[config.mk]
export PLATFORM = sky130hd
export DESIGN_NAME = range_xform_pipe
export DESIGN_NICKNAME = d
export VERILOG_FILES = /design/src/rtl/range_xform_pipe.sv
export SDC_FILE = /design/constraint.sdc
export NUM_CORES = 1
export LEC_CHECK = 0
export BUFFER_PORTS_ARGS = -buffer_cell sky130_fd_sc_hd__buf_2
export CORE_ASPECT_RATIO = 1.1
export CORE_MARGIN = 2
export CORE_UTILIZATION = 50
export DETAILED_ROUTE_END_ITERATION = 8
export PLACE_DENSITY_LB_ADDON = 0.15
export SYNTH_ARGS = -nofsm -noshare
export SYNTH_HDL_FRONTEND = slang
export SYNTH_SLANG_ARGS = --single-unit
export TNS_END_PERCENT = 30
[constraint.sdc]
create_clock -name clk -period 14.3 [get_ports clk]
set_input_delay 1.43 -clock clk [delete_from_list [all_inputs] [get_ports clk]]
set_output_delay 1.43 -clock clk [all_outputs]
set_load 0.01 [all_outputs]
[src/rtl/range_xform_pipe.sv]
// range_xform_pipe
//   Two-stage range-classify-and-transform stage on a valid/ready stream.
//   Each accepted word is checked against a programmable table of bands. The
//   lowest-index enabled band whose threshold the word strictly exceeds wins.
//   That band's op (pass/add/sub/shl) is then applied to the word.
//
//   Optional build macro: RANGE_XFORM_SAT_EN
//     defined   -> add/sub/shl saturate instead of wrapping
//     undefined -> modulo 2^WIDTH arithmetic, no saturation logic
//
// Ports
//   clk, rst                 clock, asynchronous active-high reset
//   in_valid/in_ready/in_data                     upstream handshake + word
//   out_valid/out_ready/out_data/out_band/out_hit downstream handshake + result
//   cfg_we/cfg_idx/cfg_en/cfg_thresh/cfg_op/cfg_operand  band table write port
module range_xform_pipe #(
   parameter int WIDTH     = 8,
   parameter int NUM_BANDS = 8,
   parameter int IDX_W     = $clog2(NUM_BANDS)
) (
   input  logic             clk,
   input  logic             rst,
   input  logic             in_valid,
   output logic             in_ready,
   input  logic [WIDTH-1:0] in_data,
   output logic             out_valid,
   input  logic             out_ready,
   output logic [WIDTH-1:0] out_data,
   output logic [IDX_W-1:0] out_band,
   output logic             out_hit,
   input  logic             cfg_we,
   input  logic [IDX_W-1:0] cfg_idx,
   input  logic             cfg_en,
   input  logic [WIDTH-1:0] cfg_thresh,
   input  logic [1:0]       cfg_op,
   input  logic [WIDTH-1:0] cfg_operand
);

   localparam logic [1:0]       OP_PASS = 2'd0;
   localparam logic [1:0]       OP_ADD  = 2'd1;
   localparam logic [1:0]       OP_SUB  = 2'd2;
   localparam logic [1:0]       OP_SHL  = 2'd3;
   localparam logic [WIDTH-1:0] W_VAL   = WIDTH'(WIDTH);

   // band table
   logic [NUM_BANDS-1:0]            tbl_en;
   logic [NUM_BANDS-1:0][WIDTH-1:0] tbl_thresh;
   logic [NUM_BANDS-1:0][1:0]       tbl_op;
   logic [NUM_BANDS-1:0][WIDTH-1:0] tbl_operand;

   // vld_pipe[1] = S1 valid, vld_pipe[2] = S2 (output) valid
   logic [2:1] vld_pipe;
   logic       adv;

   // S1 registers
   logic [WIDTH-1:0] s1_data;
   logic             s1_hit;
   logic [IDX_W-1:0] s1_band;
   logic [1:0]       s1_op;
   logic [WIDTH-1:0] s1_operand;

   // winning band for the word currently on in_data
   logic [NUM_BANDS-1:0] band_match;
   logic                 win_hit;
   logic [IDX_W-1:0]     win_band;
   logic [1:0]           win_op;
   logic [WIDTH-1:0]     win_operand;

   logic [WIDTH-1:0] xf_data;

   // The whole pipe moves together; a stalled output freezes both stages.
   assign adv       = !vld_pipe[2] || out_ready;
   assign in_ready  = adv;
   assign out_valid = vld_pipe[2];

   // Table write. Indices with no matching entry fall through and are ignored.
   always_ff @(posedge clk or posedge rst) begin
      if (rst) begin
         tbl_en      <= '0;
         tbl_thresh  <= '0;
         tbl_op      <= '0;
         tbl_operand <= '0;
      end else if (cfg_we) begin
         for (int i = 0; i < NUM_BANDS; i++) begin
            if (cfg_idx == IDX_W'(i)) begin
               tbl_en[i]      <= cfg_en;
               tbl_thresh[i]  <= cfg_thresh;
               tbl_op[i]      <= cfg_op;
               tbl_operand[i] <= cfg_operand;
            end
         end
      end
   end

   for (genvar g = 0; g < NUM_BANDS; g++) begin : g_match
      assign band_match[g] = tbl_en[g] && (in_data > tbl_thresh[g]);
   end

   // Priority select: scan high to low so the lowest matching index lands last.
   always_comb begin
      win_hit     = 1'b0;
      win_band    = '0;
      win_op      = OP_PASS;
      win_operand = '0;
      for (int i = NUM_BANDS - 1; i >= 0; i--) begin
         if (band_match[i]) begin
            win_hit     = 1'b1;
            win_band    = IDX_W'(i);
            win_op      = tbl_op[i];
            win_operand = tbl_operand[i];
         end
      end
   end

`ifdef RANGE_XFORM_SAT_EN
   localparam logic [WIDTH-1:0] ONES = '1;

   logic [WIDTH:0]       sum_w;
   logic [2*WIDTH-1:0]   shl_w;

   assign sum_w = {1'b0, s1_data} + {1'b0, s1_operand};
   assign shl_w = {{WIDTH{1'b0}}, s1_data} << s1_operand;

   always_comb begin
      xf_data = s1_data;
      case (s1_op)
         OP_ADD: xf_data = sum_w[WIDTH] ? ONES : sum_w[WIDTH-1:0];
         OP_SUB: xf_data = (s1_data < s1_operand) ? '0 : s1_data - s1_operand;
         OP_SHL: begin
            if (s1_operand >= W_VAL)
               xf_data = (s1_data != '0) ? ONES : '0;
            else
               xf_data = (shl_w[2*WIDTH-1:WIDTH] != '0) ? ONES : shl_w[WIDTH-1:0];
         end
         default: xf_data = s1_data;
      endcase
   end
`else
   always_comb begin
      xf_data = s1_data;
      case (s1_op)
         OP_ADD:  xf_data = s1_data + s1_operand;
         OP_SUB:  xf_data = s1_data - s1_operand;
         OP_SHL:  xf_data = (s1_operand >= W_VAL) ? '0 : s1_data << s1_operand;
         default: xf_data = s1_data;
      endcase
   end
`endif

   // S1 captures the op/operand of the winner so later table writes cannot
   // affect words already in flight.
   always_ff @(posedge clk or posedge rst) begin
      if (rst) begin
         vld_pipe   <= '0;
         s1_data    <= '0;
         s1_hit     <= 1'b0;
         s1_band    <= '0;
         s1_op      <= OP_PASS;
         s1_operand <= '0;
         out_data   <= '0;
         out_band   <= '0;
         out_hit    <= 1'b0;
      end else if (adv) begin
         vld_pipe[1] <= in_valid;
         vld_pipe[2] <= vld_pipe[1];
         if (in_valid) begin
            s1_data    <= in_data;
            s1_hit     <= win_hit;
            s1_band    <= win_band;
            s1_op      <= win_op;
            s1_operand <= win_operand;
         end
         if (vld_pipe[1]) begin
            out_data <= xf_data;
            out_band <= s1_band;
            out_hit  <= s1_hit;
         end
      end
   end

endmodule

==> impl_results.md <==
* Status: complete, no violations
* Number of distinct library cells after synthesis at 65
* Die outline width at 141.7 um
* Max-cap violation count at 0
* Number of buffers between clock root and the deepest sink at 2
* CP delay by family, top: compound AO/OA/AOI/OAI gates
* Detailed Routing Iterations Pass 1 at 5
* Via count of the first global-routing pass at 7470
* Number of endpoints with negative hold slack in the final report at 0
* Fmax achieved at 258.2 MHz
* Share of synthesized cell area in and, or, nand and nor gates at 9.412%
* Critical path's most frequent cell: nor2b_1
* Worst setup SP type: primary input
* Dominant combinational cell family by area after synthesis: compound AO/OA/AOI/OAI gates
* Synthesized netlist net count at 1087
* Slew margin rel. at 15.64%
* First-pass GRT wire length at 41810 um
* Fraction of layout cells with a size suffix above 1 at 23.02%
* Adder-cell share of the synthesized area at 9.196%
* Reg clk slew, reported paths at 0.07 ns
* Residual DRC at 0
* Share of synthesized area spent on multiplexers at 15.14%
* Category of the worst setup path capture point: flip-flop
* CTS buffer count at 17
* Delay of the slowest cell on the worst path at 0.83 ns
* Clock root cell: clkbuf_16
* Antenna Violating Nets Remaining at 0
* Top post-synthesis cells by area: dfrtp_1 (45%), mux2_2 (14%), ha_1 (9.0%)
* Worst Path Arrival at 4.20 ns
* Total power density per cell area at 167.4 mW/mm^2
* Share of Yosys cell area claimed by the top area cell type at 45.14%
* DPL Wire Length at 17940 um
* Cells traversed along the worst timing path: buf_2, ha_1, nor2b_1, o211ai_1, a21oi_1, o21ai_1, nor2b_1, a211oi_1, o31ai_1
* Largest fanout on the critical path at 13
* Critical Setup Path Class: in2reg
* Floorplan die height at 155.4 um
* Starting utilization of the core area at 50.82%
* Global routing usage summed across all routing layers at 24.49%
* Maximum clock skew at final layout at 0.009379 ns
* Synthesized netlist cell count at 976
* Total I/O pin count at 49
* Measured slew at the worst slew-check pin at 1.249 ns
* Synth Area in Compound Gates at 15.15%
* Number of I/O port buffers at 48
* Instance count on the critical path at 9
* Critical Path Slowest Stage Cell: o21ai_1
* Clk_lat worst skew at 0.44 ns
* Row count at 55
* Final critical-path share of the clock period at 27.09%
* R2R Path Start: s1_operand[1]
* Most area-hungry cell type in the Yosys netlist: dfrtp_1
* Setup slack of the most critical reg-to-reg path at 11.03 ns
* Ys flop type: dfrtp_1
* Vias per inst at 5.885
* Worst setup path end: s1_operand[6]
* Number of enable-type register cells in the synthesized netlist at 0
* Routed length per placed instance at 20.02 um
* Buffers & Inverters on Critical Path at 1
* Total via count after detailed routing at 7515
* Ant diodes at 0
* # resized after CTS at 0
* Overall die area at 0.02202 sq mm
* Setup ws final at 10.43 ns
* Synth Register Bits at 188
* Gr ovfl total at 0
* Reg-to-reg endpoint: out_data[5]
* Post-layout min period at 3.874 ns
* # Post-CTS Setup Buffers at 0
* Hold Crit Start: out_data[3]
* CTS Sinks at 188
* Share of the synthesized netlist area taken by xor and xnor gates at 1.008%
* Async S/R FF share, synth at 100.0%
* Path depth of the worst reg2reg path at 12
* Final setup TNS at 0 ns
* Routability Congestion at 0.8585
* Data required time at the worst endpoint at 14.63 ns
* Launch point of the critical path: in_data[1]
* Unrepaired setup endpoints after global routing: no
* Pins Over Slew Limit at 0
* Class of the tightest hold or removal check: reg2reg
* TritonCTS clock tree: done
* Number of design-rule violations left by the first detailed-router iteration at 518
* Portion of the post-synthesis area used by sequential elements at 45.14%
* Antenna violations before repair at 0
* Area of the core at 0.02051 sq mm
* Max rail drop VDD at 98.49 uV
* Leakage power summed over all cells at 5.169 nW
* Pre-CTS WS at 9.965 ns
* Number of warnings reported in the yosys synthesis log at 0
* Total wirelength of the detailed-routed design at 25560 um
* Setup Viol. Count Final at 0
* Synth Area per Inst at 10.68 sq um
* Synth-to-Final Area Change at 10.04%
* Largest net degree at the start of global routing at 130
* Hold buffer count at CTS at 0
* H-tree lvl count at 4
* Syn Std Cell Area at 0.01042 sq mm
* # nets final at 1119
## worst min-delay path by stage
stage,to,slack (ns),cells past startpoint
2_1_floorplan,vld_pipe[2],0.44,2
3_3_place_gp,vld_pipe[2],0.46,2
3_5_place_dp,vld_pipe[2],0.46,2
4_1_cts,out_data[3],0.48,2
5_1_grt,tbl_thresh[49],0.51,1
6_report,out_data[3],0.48,2
## where the power goes
part           internal, W  total, W  switching, W
clock             0.000257  0.000469      0.000212
combinational     0.000319  0.000686      0.000367
sequential        0.000662  0.000764      0.000102
## area by class of cell
cell class	count	area (sq um)
fillers	1815	9039
multi-input cells	657	5224
flip-flops and latches	188	4705
clock buffers	22	474.2
inverters	87	334.1
well taps	256	320.3
repair buffers	57	307.8
clock inverters	10	103.9
## routing by layer
layer  track usage [%]  wire [um]  vias up
li1                  -          -     3583
met2             38.16      11630      179
met1             35.60      12380     3711
met3             4.340       1049       42
met4             6.333        505        0
met5                 0          0        -
## worst reg2reg max path, delay by kind of cell (launching register included)
family,cells,cell delay [ns]
AOI/OAI and AO/OA,4,1.02
and+or+nand+nor,2,0.34
DFF,1,0.62
adders and majority gates,2,0.51
muxes,1,0.30
buffers and inverters,2,0.26
xor gates and xnor gates,1,0.08
## cell families after synthesis
group           count (synthesis)
compound gates                233
flops                         188
mux                           139
simple gates                  197
xor+xnor                       12
fa+ha+maj                      76
buf+inv                       131
## layout by cell type, fill, tap and decap left out, types with 7 or more instances in the layout
cell type,n
buf_4,9
nor2_1,23
o2bb2ai_1,7
nor3_1,15
buf_2,48
o221ai_1,8
a21oi_1,44
clkbuf_16,17
a211oi_1,10
o21a_1,12
dfrtp_1,188
xnor2_1,11
a21boi_0,8
o211ai_1,10
mux2i_1,8
nor2b_1,12
inv_1,86
mux2_2,129
o2111ai_1,8
a311oi_1,7
a2bb2oi_1,7
nand2_1,85
o31ai_1,12
nand3_1,8
nand2b_1,7
nand4_1,18
o21ai_0,68
ha_1,75
## metrics by stage
stage	util (%)	hold WS, ns	std cells	area, sq um	total power (W)
2_1_floorplan	-	0.4365	976	10420	0.001271
3_3_place_gp	53.11	0.4553	1245	10890	0.001439
3_5_place_dp	53.11	0.4581	1245	10890	0.001455
4_1_cts	55.92	0.4793	1277	11470	0.001928
5_1_grt	55.92	0.5142	1277	11470	0.002047
6_report	55.92	0.4750	1277	11470	0.001920
## Yosys cell counts, types with 3 or more instances
master	n
a211o_1	4
a211oi_1	10
a21boi_0	8
a21o_1	4
a21oi_1	44
a2bb2oi_1	7
a311oi_1	7
and2_1	4
and4_1	3
buf_2	8
clkbuf_1	32
dfrtp_1	188
ha_1	75
inv_1	87
mux2_2	129
mux2i_1	8
nand2_1	85
nand2b_1	7
nand3_1	8
nand4_1	18
nand4b_1	3
nor2_1	23
nor2b_1	12
nor3_1	17
o2111ai_1	8
o211ai_1	10
o21a_1	12
o21ai_0	69
o221ai_1	8
o2bb2ai_1	7
o31ai_1	12
or3b_1	3
xnor2_1	11
## state kept, by name, summed over array words and instances (netlist names), 3 cells and up
register and count:
out_data 8, s1_operand 8, tbl_en 8, out_band 3, tbl_thresh 64, tbl_operand 64, s1_data 8, tbl_op 16
s1_band 3
Note: power is estimated with default switching activity, not from simulation.
